**src/rtl/detect_load_pkg.sv**
```systemverilog
// Shared constants, encodings and LFSR helpers for the calibrated switching-load
// bank controller.
package detect_load_pkg;

    localparam int LFSR_W      = 20;
    localparam int CNT_W       = 16;
    localparam int GROUP_W     = 8;
    localparam int N_GROUPS    = 8;
    localparam int LOAD_W      = GROUP_W * N_GROUPS;
    localparam int LFSR_TAP_HI = 19;
    localparam int LFSR_TAP_LO = 16;
    localparam logic [LFSR_W-1:0] LFSR_SAFE_SEED = 20'h00001;

    typedef enum logic [1:0] {
        MODE_BASE   = 2'd0,
        MODE_CONST  = 2'd1,
        MODE_LFSR   = 2'd2,
        MODE_TOGGLE = 2'd3
    } mode_t;

    typedef enum logic [1:0] {
        ST_IDLE = 2'd0,
        ST_ARM  = 2'd1,
        ST_RUN  = 2'd2,
        ST_DONE = 2'd3
    } state_t;

    // An all-zero register is the lock-up state of this LFSR, so it is never loaded.
    function automatic logic [LFSR_W-1:0] lfsr_safe(input logic [LFSR_W-1:0] s);
        if (s == {LFSR_W{1'b0}}) begin
            return LFSR_SAFE_SEED;
        end else begin
            return s;
        end
    endfunction

    function automatic logic [LFSR_W-1:0] lfsr_next(input logic [LFSR_W-1:0] s);
        return {s[LFSR_W-2:0], s[LFSR_TAP_HI] ^ s[LFSR_TAP_LO]};
    endfunction

    function automatic logic [GROUP_W-1:0] lfsr_byte(input logic [LFSR_W-1:0] s);
        return s[GROUP_W-1:0];
    endfunction

endpackage

```
**src/rtl/detect_load_sched_lfsr20.sv**
```systemverilog
// 20-bit Fibonacci LFSR (x^20+x^17+1) with seed load; a zero seed is replaced
// by the safe seed so the register can never lock up.
module lfsr20
    import detect_load_pkg::*;
(
    input  logic              clk,
    input  logic              rst,
    input  logic              seed_load,
    input  logic [LFSR_W-1:0] seed,
    input  logic              step,
    output logic [LFSR_W-1:0] state
);

    logic [LFSR_W-1:0] base_s;

    // Seed load and step in the same cycle yields the seed already advanced once.
    always_comb begin
        if (seed_load) begin
            base_s = lfsr_safe(seed);
        end else begin
            base_s = state;
        end
    end

    // LFSR register.
    always_ff @(posedge clk) begin
        if (rst) begin
            state <= LFSR_SAFE_SEED;
        end else if (step) begin
            state <= lfsr_next(base_s);
        end else if (seed_load) begin
            state <= base_s;
        end else begin
            state <= state;
        end
    end

endmodule

```
**src/rtl/detect_load_sched.sv**
```systemverilog
// Load-bank run controller: accepts one configuration, then drives a 64-bit
// registered load pattern for N cycles and reports completion or abort.
module detect_load_sched
    import detect_load_pkg::*;
(
    input  logic               clk,
    input  logic               rst,
    input  logic               cfg_valid,
    output logic               cfg_ready,
    input  logic [1:0]         cfg_mode,
    input  logic [7:0]         cfg_mask,
    input  logic [LFSR_W-1:0]  cfg_seed,
    input  logic [CNT_W-1:0]   cfg_cycles,
    input  logic               abort,
    output logic [LOAD_W-1:0]  load,
    output logic               busy,
    output logic               done,
    output logic               aborted
);

    state_t              state_r;
    mode_t               mode_r;
    logic [N_GROUPS-1:0] mask_r;
    logic [LFSR_W-1:0]   seed_r;
    logic [CNT_W-1:0]    cycles_r;
    logic [CNT_W-1:0]    cnt_r;
    logic                phase_r;
    logic [LFSR_W-1:0]   lfsr_state_s;
    logic [LFSR_W-1:0]   pat_src_s;
    logic [GROUP_W-1:0]  pat_s;
    logic [LOAD_W-1:0]   drive_s;
    logic                seed_load_s;
    logic                step_s;

    assign cfg_ready   = (state_r == ST_IDLE);
    assign seed_load_s = (state_r == ST_ARM);
    assign step_s      = (state_r == ST_ARM) || (state_r == ST_RUN);

    lfsr20 u_lfsr (
        .clk       (clk),
        .rst       (rst),
        .seed_load (seed_load_s),
        .seed      (seed_r),
        .step      (step_s),
        .state     (lfsr_state_s)
    );

    // Next load value: computed one cycle ahead, so ARM supplies p(0) from the seed.
    always_comb begin
        if (state_r == ST_ARM) begin
            pat_src_s = lfsr_safe(seed_r);
        end else begin
            pat_src_s = lfsr_state_s;
        end
        case (mode_r)
            MODE_BASE:   pat_s = 8'h00;
            MODE_CONST:  pat_s = 8'hFF;
            MODE_LFSR:   pat_s = lfsr_byte(pat_src_s);
            MODE_TOGGLE: pat_s = phase_r ? 8'h00 : 8'hFF;
            default:     pat_s = 8'h00;
        endcase
        drive_s = {LOAD_W{1'b0}};
        for (int i = 0; i < N_GROUPS; i++) begin
            drive_s[i*GROUP_W +: GROUP_W] = {GROUP_W{pat_s[i] & mask_r[i]}};
        end
    end

    // Run FSM with registered load, busy, done and aborted.
    always_ff @(posedge clk) begin
        if (rst) begin
            state_r  <= ST_IDLE;
            mode_r   <= MODE_BASE;
            mask_r   <= 8'h00;
            seed_r   <= {LFSR_W{1'b0}};
            cycles_r <= {CNT_W{1'b0}};
            cnt_r    <= {CNT_W{1'b0}};
            phase_r  <= 1'b0;
            load     <= {LOAD_W{1'b0}};
            busy     <= 1'b0;
            done     <= 1'b0;
            aborted  <= 1'b0;
        end else begin
            done <= 1'b0;
            case (state_r)
                ST_IDLE: begin
                    load <= {LOAD_W{1'b0}};
                    if (cfg_valid) begin
                        mode_r   <= mode_t'(cfg_mode);
                        mask_r   <= cfg_mask;
                        seed_r   <= cfg_seed;
                        cycles_r <= cfg_cycles;
                        phase_r  <= 1'b0;
                        aborted  <= 1'b0;
                        busy     <= 1'b1;
                        state_r  <= ST_ARM;
                    end else begin
                        busy    <= 1'b0;
                        state_r <= ST_IDLE;
                    end
                end
                ST_ARM: begin
                    phase_r <= 1'b1;
                    if (abort) begin
                        cnt_r   <= {CNT_W{1'b0}};
                        load    <= {LOAD_W{1'b0}};
                        aborted <= 1'b1;
                        done    <= 1'b1;
                        state_r <= ST_DONE;
                    end else if (cycles_r != {CNT_W{1'b0}}) begin
                        cnt_r   <= cycles_r;
                        load    <= drive_s;
                        state_r <= ST_RUN;
                    end else begin
                        cnt_r   <= cycles_r;
                        load    <= {LOAD_W{1'b0}};
                        done    <= 1'b1;
                        state_r <= ST_DONE;
                    end
                end
                ST_RUN: begin
                    phase_r <= ~phase_r;
                    // cnt_r counts the RUN cycles still to show, including this one.
                    if (abort) begin
                        cnt_r   <= {CNT_W{1'b0}};
                        load    <= {LOAD_W{1'b0}};
                        aborted <= 1'b1;
                        done    <= 1'b1;
                        state_r <= ST_DONE;
                    end else if (cnt_r == {{(CNT_W-1){1'b0}}, 1'b1}) begin
                        cnt_r   <= {CNT_W{1'b0}};
                        load    <= {LOAD_W{1'b0}};
                        done    <= 1'b1;
                        state_r <= ST_DONE;
                    end else begin
                        cnt_r   <= cnt_r - {{(CNT_W-1){1'b0}}, 1'b1};
                        load    <= drive_s;
                        state_r <= ST_RUN;
                    end
                end
                ST_DONE: begin
                    load    <= {LOAD_W{1'b0}};
                    busy    <= 1'b0;
                    state_r <= ST_IDLE;
                end
                default: begin
                    load    <= {LOAD_W{1'b0}};
                    busy    <= 1'b0;
                    state_r <= ST_IDLE;
                end
            endcase
        end
    end

endmodule

```
**config.mk**
```make
export PLATFORM = sky130hd
export DESIGN_NAME = detect_load_sched
export DESIGN_NICKNAME = d
export VERILOG_FILES = /design/src/rtl/detect_load_pkg.sv /design/src/rtl/detect_load_sched_lfsr20.sv /design/src/rtl/detect_load_sched.sv
export SDC_FILE = /design/constraint.sdc
export NUM_CORES = 1
export LEC_CHECK = 0
export CAP_MARGIN = 0
export CORE_MARGIN = 2
export CORE_UTILIZATION = 49
export DETAILED_ROUTE_END_ITERATION = 7
export GPL_ROUTABILITY_DRIVEN = 0
export PLACE_DENSITY = 0.88
export SYNTH_ARGS = -nofsm -noshare
export SYNTH_HDL_FRONTEND = slang
export SYNTH_SLANG_ARGS = --single-unit
```
**constraint.sdc**
```tcl
create_clock -name clk -period 2.2 [get_ports clk]
set_input_delay 0.66 -clock clk [delete_from_list [all_inputs] [get_ports clk]]
set_output_delay 0.66 -clock clk [all_outputs]
set_load 0.02 [all_outputs]
```
-- Word-level counts from Yosys, hierarchy flattened
Index checks and enable logic that the tools add are counted.
- register bits after elaboration: 152
- latch bits: 0
- memory bits (writable): 0
- bits in read-only memories: 0
- input bits: 50
- logic and storage cells: 79
- memories: 0
- add/sub/neg operators: 1
- multiply operators: 0
- divide/modulo/power cells: 0
- magnitude comparators: 0
- eq/ne operators: 9
- shift-type cells: 0
- multiplexer cells: 32
- bitwise logic cells: 10
- reduce and logical (&&, ||, !) cells: 15
- operators by type and width (kind ; count):
    64-bit two-way mux ; 4
    64-bit case mux with 3 select lines ; 1
    20-bit two-way mux ; 4
    16-bit two-way mux ; 3
    16-bit case mux with 2 select lines ; 1
    8-bit case mux with 4 select lines ; 1
    20-bit logical NOT ; 1
    16-bit by 1-bit equality test with 1-bit output (second input constant) ; 1
    16-bit nonzero test ; 1
    16-bit by 1-bit subtractor with 16-bit output (second input constant) ; 1
    1-bit two-way mux ; 12
    1-bit bitwise AND ; 8
    2-bit equality test (second input constant) ; 4
    8-bit two-way mux ; 1
    2-bit case mux with 4 select lines ; 1
    2-bit nonzero test ; 4
    1-bit case mux with 2 select lines ; 3
    2-bit by 1-bit equality test with 1-bit output (second input constant) ; 2
    2-bit logical NOT ; 2
    2-bit AND reduction ; 2
    2-bit OR reduction ; 2
    1-bit case mux with 3 select lines ; 1
    3-bit AND reduction ; 1
    3-bit nonzero test ; 1
    other kinds (5) ; 5

-- Longest topological paths before layout
Gate-level depths: netlist of the first run.
- depth in word-level cells: 8
- gate-level depth with buffers: 9
- gate-level depth less buffers: 8

-- Hierarchy
From an unflattened synthesis of the first run, not the netlist that was laid out.
- cell total of the unflattened synthesis: 561
- area, all modules: 4907.2 um^2
- modules (own cells, without submodules) (module ; times used ; cells an instance ; area an instance (um^2)):
    detect_load_sched ; 1 ; 472 ; 3808.7
    lfsr20 ; 1 ; 89 ; 1098.6

-- Worst setup path after synthesis of the first run
Ideal clock, no wire load.
- kind: flip-flop to flip-flop
- start point: reg cnt_r[0]
- end point: reg load[23]
- setup time: 0.116 ns
- arrival time: 1.857 ns
- required time: 2.084 ns
- path slack: 0.226 ns
- stages on the path, launching flop included: 7
- buffers on the path: 0
- cell sequence: dfxtp_1 > ha_1 > or4b_2 > nor4_4 > or2_2 > o31ai_4 > and3_2
- cells in the longest elaborated chain, start to end: 4
- ends and longest elaborated chain (element ; RTL line ; source):
    start: declaration ; detect_load_sched.sv:26 ; logic [CNT_W-1:0] cnt_r;
    start signal: assignment ; detect_load_sched.sv:76 ; cnt_r <= {CNT_W{1'b0}};
    start signal: assignment ; detect_load_sched.sv:104 ; cnt_r <= {CNT_W{1'b0}};
    start signal: assignment ; detect_load_sched.sv:110 ; cnt_r <= cycles_r;
    16-bit by 1-bit equality test with 1-bit output ; detect_load_sched.sv:129 ; end else if (cnt_r == {{(CNT_W-1){1'b0}}, 1'b1}) begin
    64-bit two-way mux ; detect_load_sched.sv:129 ;
    64-bit two-way mux ; detect_load_sched.sv:123 ; if (abort) begin
    64-bit case mux with 3 select lines ; detect_load_sched.sv:84 ; case (state_r)
    end signal: assignment ; detect_load_sched.sv:86 ; load <= {LOAD_W{1'b0}};
    end signal: assignment ; detect_load_sched.sv:125 ; load <= {LOAD_W{1'b0}};
    end signal: assignment ; detect_load_sched.sv:131 ; load <= {LOAD_W{1'b0}};
    end: declaration ; detect_load_sched.sv:15 ; output logic [LOAD_W-1:0] load,
Every way passes these cells.
A chain may end at the register's enable or synchronous reset.

==> summary.md, run 1 <==
| Metric | Value |
|---|---|
| Outcome | `complete, no violations` |
| Antenna viol nets, final | `0` |
| IO Count | `118` |
| Die W | `100.6 um` |
| PwrDens | `1071 nW/um^2` |
| Warnings from Yosys | `0` |
| CP required | `1.54 ns` |
| Final setup margin | `0.06219 ns` |
| Fin util | `62.93%` |
| Drt total wl | `11.17 mm` |
| Port Buf Inserts | `117` |
| Max-slew violations | `0` |
| Grt peak-use layer | `met2` |
| Initial antenna violation count | `0` |
| Crit path capture type | `output pin` |
| Synth top area share | `42.02%` |
| Largest cells by area after synthesis | `dfxtp_1 42%, buf_4 9.4%, nand2_1 8.8%` |
| Met1 Track Usage GR | `26.33%` |
| H-tree lvl count | `3` |
| Post-Syn Nets | `610` |
| Dominant synthesized flop cell | `dfxtp_1` |
| Area leader, netlist | `dfxtp_1` |
| Rel. slew slack | `59.24%` |
| CP max stage cell | `clkdlybuf4s50_1` |
| Sequential fraction of the synthesis area | `42.02%` |
| Worst path depth | `1` |
| Worst skew pair latency | `0.37 ns` |
| Cell Chain, Critical Path | `clkdlybuf4s50_1` |
| Most frequent cells in the layout | `107 x nand2_1, 96 x dfxtp_1, 96 x clkdlybuf4s50_1` |
| Via Count | `4163` |
| Largest net degree at the start of global routing | `63` |
| Grt total ovfl | `0` |
| Fmax | `0.4678 GHz` |
| Place WS | `-0.1446 ns` |
| CTS tree | `yes` |
| Skew final | `0.01002 ns` |
| Most common cell after layout, fill and taps aside | `nand2_1` |
| Clk buf depth | `2` |
| EDFF count, synth | `0` |
| Final Hold Vio Count | `0` |
| Net count, final | `673` |
| Reg2Reg Setup Slack | `0.17 ns` |
| R2R depth | `6` |
| Placed Cells | `715` |
| Leakage power | `2.438 nW` |
| Mapped Area | `4573 um^2` |
| CTS sink cnt | `96` |
| Peak VDD IR | `0.5773 mV` |
| TNS Setup | `0 ns` |
| Total power | `6.167 mW` |
| Hold WC Path Type | `flop to flop` |
| CTS hold repair buffers | `0` |
| GR Layer Usage met3 | `5.132%` |
| CP Launch Point | `load[62]` |
| Gr usage total | `21.55%` |
| CTS Buf Count | `9` |
| DR iter-0 viols | `455` |
| WP data arrival | `1.48 ns` |
| Syn avg cell area | `8.255 um^2` |
| First-pass GRT wire length | `17.53 mm` |
| Wire per inst | `15.24 um` |
| Final setup fails | `0` |
| Via/cell ratio | `5.679` |
| Reg clk slew, reported paths | `0.10 ns` |
| First-pass iteration count of the detailed router | `5` |
| Setup CP Type | `flop to output pin` |
| Layout cells sized above 1 | `9.164%` |
| Top Family by Delay on Critical Path | `buffers and inverters` |
| Cells after Synth | `554` |
| Post-DP HPWL | `7.845 mm` |
| Worst R2R End | `cnt_r[0]` |
| CP max FO | `8` |
| Finished Layout Cells | `733` |
| FFs w/ async S/R, synth | `0%` |
| Met2 Use GR | `35.90%` |
| Startpoint type of the worst setup path | `flop` |
| Die area | `10120 um^2` |
| Tcrit/Tclk final | `97.17%` |
| Reg-to-reg startpoint | `cnt_r[10]` |
| CP bufs+invs | `1` |
| Largest stage delay on the critical path | `0.65 ns` |
| Number of synthesized register bits | `96` |
| Initial Util | `49.97%` |
| Vias in the first global route | `3861` |
| Die H | `100.6 um` |
| Filler instances | `722` |
| Clock Tree Root | `clkbuf_8` |
| Row count | `35` |
| Final min period | `2.138 ns` |
| CP endpoint | `load[60]` |
| Synth-to-Final Area Change | `25.94%` |
| CORE AREA | `9153 um^2` |
| Inserted Diodes | `0` |
| Post-synthesis cell type count | `54` |
| Worst-margin pin slew | `0.6092 ns` |
| DRC errors left | `0` |
| Max Cap Violations | `0` |
[layout make-up]
| cell class | count | area (um^2) | share of cell area [%] |
|---|---|---|---|
| Clock inverter | 6 | 52.55 | 0.9124 |
| Inverter | 6 | 22.52 | 0.3910 |
| Sequential cell | 96 | 1922 | 33.37 |
| Tap cell | 111 | 138.9 | 2.411 |
| Multi-Input combinational cell | 364 | 2077 | 36.06 |
| Timing Repair Buffer | 140 | 1419 | 24.64 |
| Clock buffer | 10 | 127.6 | 2.216 |
[how the worst min path moves through the flow]
stage	from	endpoint	slack (ns)	cells past startpoint
finish	mask_r[6]	mask_r[6]	0.47	2
global route	mask_r[6]	mask_r[6]	0.49	2
floorplan	mask_r[0]	mask_r[0]	0.43	2
global placement	mask_r[4]	mask_r[4]	0.44	2
CTS	mask_r[6]	mask_r[6]	0.47	2
detailed placement	mask_r[5]	mask_r[5]	0.45	2
[Yosys cell counts, types with 2 or more instances]
cell type	instances
inv_1	6
xor2_1	2
or2_2	2
a211oi_1	23
nor3_1	10
dfxtp_1	96
buf_2	2
nor4_1	11
o211ai_1	2
nor2b_1	5
nand2_1	107
buf_4	57
nand4b_1	2
a31oi_1	4
a22oi_1	6
a21oi_1	54
and3_1	2
and2_1	3
or3_1	2
clkbuf_1	21
and3_2	6
a32oi_1	2
nand3_1	7
nand2b_1	4
ha_1	6
mux2i_1	20
o21ai_0	22
a21o_1	2
buf_1	6
nor2_1	37
xnor2_1	2
[repair_timing]
action | in CTS | in global routing
gates cloned | 0 | 0
hold endpoints to repair | 0 | 0
gates resized for setup | 2 | 21
pin swaps | 1 | 1
buffers inserted | 2 | 0
endpoints found under the setup margin | 4 | 67
[power breakdown]
| part | total (mW) | switching [mW] | internal, mW |
|---|---|---|---|
| clock | 1.09 | 0.660 | 0.429 |
| combinational | 2.76 | 1.64 | 1.12 |
| sequential | 2.32 | 0.246 | 2.07 |
| total | 6.17 | 2.55 | 3.62 |
[through the flow]
step	hold WS (ns)	cell area (um^2)
6_report	0.4684	5759
5_1_grt	0.4901	5759
4_1_cts	0.4696	5702
3_5_place_dp	0.4522	5509
3_3_place_gp	0.4386	5509
2_1_floorplan	0.4316	4573
[layer usage]
metal | share of wire, % | up-vias
li1 | - | 1989
met1 | 42 | 1926
met2 | 48 | 214
met3 | 7.7 | 34
met4 | 2.2 | 0
met5 | 0 | -
[flip-flops by register name, summed over array words and instances, names as in the netlist]
signal        flops
cycles_r         16
aborted           1
load              8
state_r           2
mask_r            8
mode_r            2
done              1
busy              1
u_lfsr.state     20
cnt_r            16
phase_r           1
seed_r           20
[cells by family (layout without fill, tap and decap cells)]
group	count (synthesis)	in the layout	share of synthesized area, %
simple gates	208	208	21.12
compound gates	126	126	17.24
flops	96	96	42.02
buf+inv	94	162	12.83
mux	20	20	4.378
fa+ha+maj	6	6	1.642
xor+xnor	4	4	0.7662
No activity file was read; power rests on OpenSTA's default activity.
==> run 2: changes to the inputs <==
CORE_UTILIZATION = 25   (was 49)
PLACE_DENSITY = 0.55   (was 0.88)
==> summary.md, run 2 (same netlist as run 1, synthesis figures left out) <==
| Metric | Value |
|---|---|
| Post-DP HPWL | `8.847 mm (+13%)` |
| CTS tree | `yes` |
| CP Launch Point | `load[39]` |
| Vias in the first global route | `3959 (+2.5%)` |
| Die area | `19390 um^2 (+92%)` |
| Grt total ovfl | `0 (unchanged)` |
| Final setup fails | `0 (unchanged)` |
| DRC errors left | `0 (unchanged)` |
| Multi-input gate area | `2073 um^2 (-0.18%)` |
| Worst R2R End | `cnt_r[8]` |
| Initial antenna violation count | `0 (unchanged)` |
| Final instance area | `6025 um^2 (+4.6%)` |
| Startpoint type of the worst setup path | `flop` |
| Initial Util | `25.46% (-25 points)` |
| R2R depth | `9 (+3)` |
| IO Count | `118 (unchanged)` |
| Worst path depth | `1 (unchanged)` |
| Final Hold Vio Count | `0 (unchanged)` |
| Combinational power share | `40.6% (-4.1 points)` |
| Clock Tree Root | `clkbuf_16` |
| CP endpoint | `load[33]` |
| Top Family by Delay on Critical Path | `buffers and inverters` |
| Largest stage delay on the critical path | `0.65 ns (about the same)` |
| Max-slew violations | `0 (unchanged)` |
| CTS sink cnt | `96 (unchanged)` |
| Seq pwr share | `34.2% (-3.4 points)` |
| CP max FO | `8 (unchanged)` |
| Reg clk slew, reported paths | `0.07 ns (-0.03 ns)` |
| WHS | `0.4559 ns (-0.01250 ns)` |
| TNS Setup | `0 ns (unchanged)` |
| Filler instances | `1858 (+160%)` |
| CP bufs+invs | `1 (unchanged)` |
| Largest net degree at the start of global routing | `63 (unchanged)` |
| CP max stage cell | `clkdlybuf4s50_1` |
| Wire per inst | `14.01 um (-8.1%)` |
| Tcrit/Tclk final | `96.11% (-1.1 points)` |
| Gr usage total | `12.57% (-9.0 points)` |
| Antenna viol nets, final | `0 (unchanged)` |
| Largest registers | `seed_r (20), u_lfsr.state (20)` |
| Setup CP Type | `flop to output pin` |
| Final min period | `2.114 ns (-0.02339 ns)` |
| Cell Chain, Critical Path | `clkdlybuf4s50_1` |
| Worst skew pair latency | `0.34 ns (-0.03 ns)` |
| DR iter-0 viols | `304 (-33%)` |
| H-tree lvl count | `3 (unchanged)` |
| CP required | `1.54 ns (about the same)` |
| Rel. slew slack | `59.47% (+0.23 points)` |
| Most frequent cells in the layout | `107 x nand2_1, 106 x clkdlybuf4s50_1, 96 x dfxtp_1` |
| WP data arrival | `1.45 ns (-0.03 ns)` |
| Register area | `1922 um^2 (unchanged)` |
| Via/cell ratio | `4.694 (-17%)` |
| CTS Buf Count | `9 (unchanged)` |
| PwrDens | `1123 nW/um^2 (+4.9%)` |
| Hold WC Path Type | `flop to flop` |
| Finished Layout Cells | `852 (+16%)` |
| Worst-margin pin slew | `0.6058 ns (-0.003445 ns)` |
| Peak VDD IR | `0.7151 mV (+24%)` |
| Leakage power | `2.339 nW (-4.1%)` |
| Inserted Diodes | `0 (unchanged)` |
| Skew final | `0.003822 ns (-0.006197 ns)` |
| Most common cell after layout, fill and taps aside | `nand2_1` |
| Die W | `139.3 um (+38%)` |
| Max Cap Violations | `0 (unchanged)` |
| Sw frac | `37.97% (-3.4 points)` |
| Layout cells sized above 1 | `9.470% (+0.31 points)` |
| Outcome | `complete, no violations` |
| Placed Cells | `835 (+17%)` |
| Net count, final | `674 (+0.15%)` |
| Crit path capture type | `output pin` |
| Synth-to-Final Area Change | `31.74%` |
| Power Internal | `4.197 mW (+16%)` |
| Row count | `49 (+40%)` |
| Fmax | `0.4729 GHz (+1.1%)` |
| CTS hold repair buffers | `0 (unchanged)` |
| First-pass GRT wire length | `20.04 mm (+14%)` |
| CORE AREA | `17960 um^2 (+96%)` |
| Switching Power | `2.569 mW (+0.76%)` |
| Clock power frac | `25.2% (+7.5 points)` |
| Dpl cell area | `5659 um^2 (+2.7%)` |
| First-pass iteration count of the detailed router | `5 (unchanged)` |
| Reg-to-reg startpoint | `cnt_r[1]` |
| Drt total wl | `11.94 mm (+6.9%)` |
| Clk buf depth | `2 (unchanged)` |
| Die H | `139.3 um (+38%)` |
| Port Buf Inserts | `117 (unchanged)` |
| Via Count | `3999 (-3.9%)` |
| Fin util | `33.54% (-29 points)` |
| Reg2Reg Setup Slack | `0.15 ns (-0.02 ns)` |
| RSZ-0062 raised after global routing | `no` |
[run 2: changes by cell type in the layout (fill, tap and decap cells not counted), moves of 2 or more]
cell / before / now
clkinvlp_4: 2 / 0
buf_4: 20 / 22
clkbuf_8: 9 / 0
dlymetal6s2s_1: 18 / 9
bufinv_16: 0 / 2
clkdlybuf4s50_1: 96 / 106
clkbuf_16: 0 / 9
[run 2: cell type report]
class                           count  share of cell area [%]
Tap cell                          229                   4.756
Sequential cell                    96                   31.90
Clock buffer                        9                   3.738
Inverter                            6                  0.3738
Timing Repair Buffer              141                   23.12
Multi-Input combinational cell    364                   34.41
Clock inverter                      7                   1.703
[run 2: power groups by stage]
stage / Combinational [mW] / Sequential (mW) / Clock, mW
CTS: 2.70 / 2.32 / 1.75
global route: 3.07 / 2.36 / 1.81
global placement: 2.65 / 2.34 / 0
floorplan: 1.89 / 2.30 / 0
finish: 2.74 / 2.32 / 1.71
detailed placement: 2.69 / 2.35 / 0
[run 2: what timing repair did]
| action | CTS | global route |
|---|---|---|
| setup endpoints to repair | 3 | 28 |
| setup buffers | 0 | 1 |
| pin swaps | 0 | 1 |
| resized for setup | 2 | 11 |
[run 2: how the worst min path moves through the flow]
stage | start | endpoint | slack, ns | cells past startpoint
2_1_floorplan | mask_r[0] | mask_r[0] | 0.43 | 2
3_5_place_dp | mask_r[3] | mask_r[3] | 0.45 | 2
3_3_place_gp | mask_r[2] | mask_r[2] | 0.45 | 2
4_1_cts | mask_r[2] | mask_r[2] | 0.46 | 2
5_1_grt | mask_r[7] | mask_r[7] | 0.49 | 2
6_report | mask_r[2] | mask_r[2] | 0.46 | 2
[run 2: metrics by stage]
step	setup WS, ns	total power, mW
floorplan	0.2262	4.190
global placement	-0.08252	4.992
detailed placement	-0.1683	5.044
CTS	0.01813	6.768
global route	0.007013	7.238
finish	0.08558	6.767
[run 2: layer usage]
metal  global-route usage [%]  wire (um)  part of all wire (%)  vias to the layer above
met3                    1.583        509                   4.3                       18
li1                         -          -                     -                     1994
met2                    19.87       5400                    45                      132
met1                    17.08       5751                    48                     1855
met4                    5.901        276                   2.3                        0
met5                        0          0                     0                        -
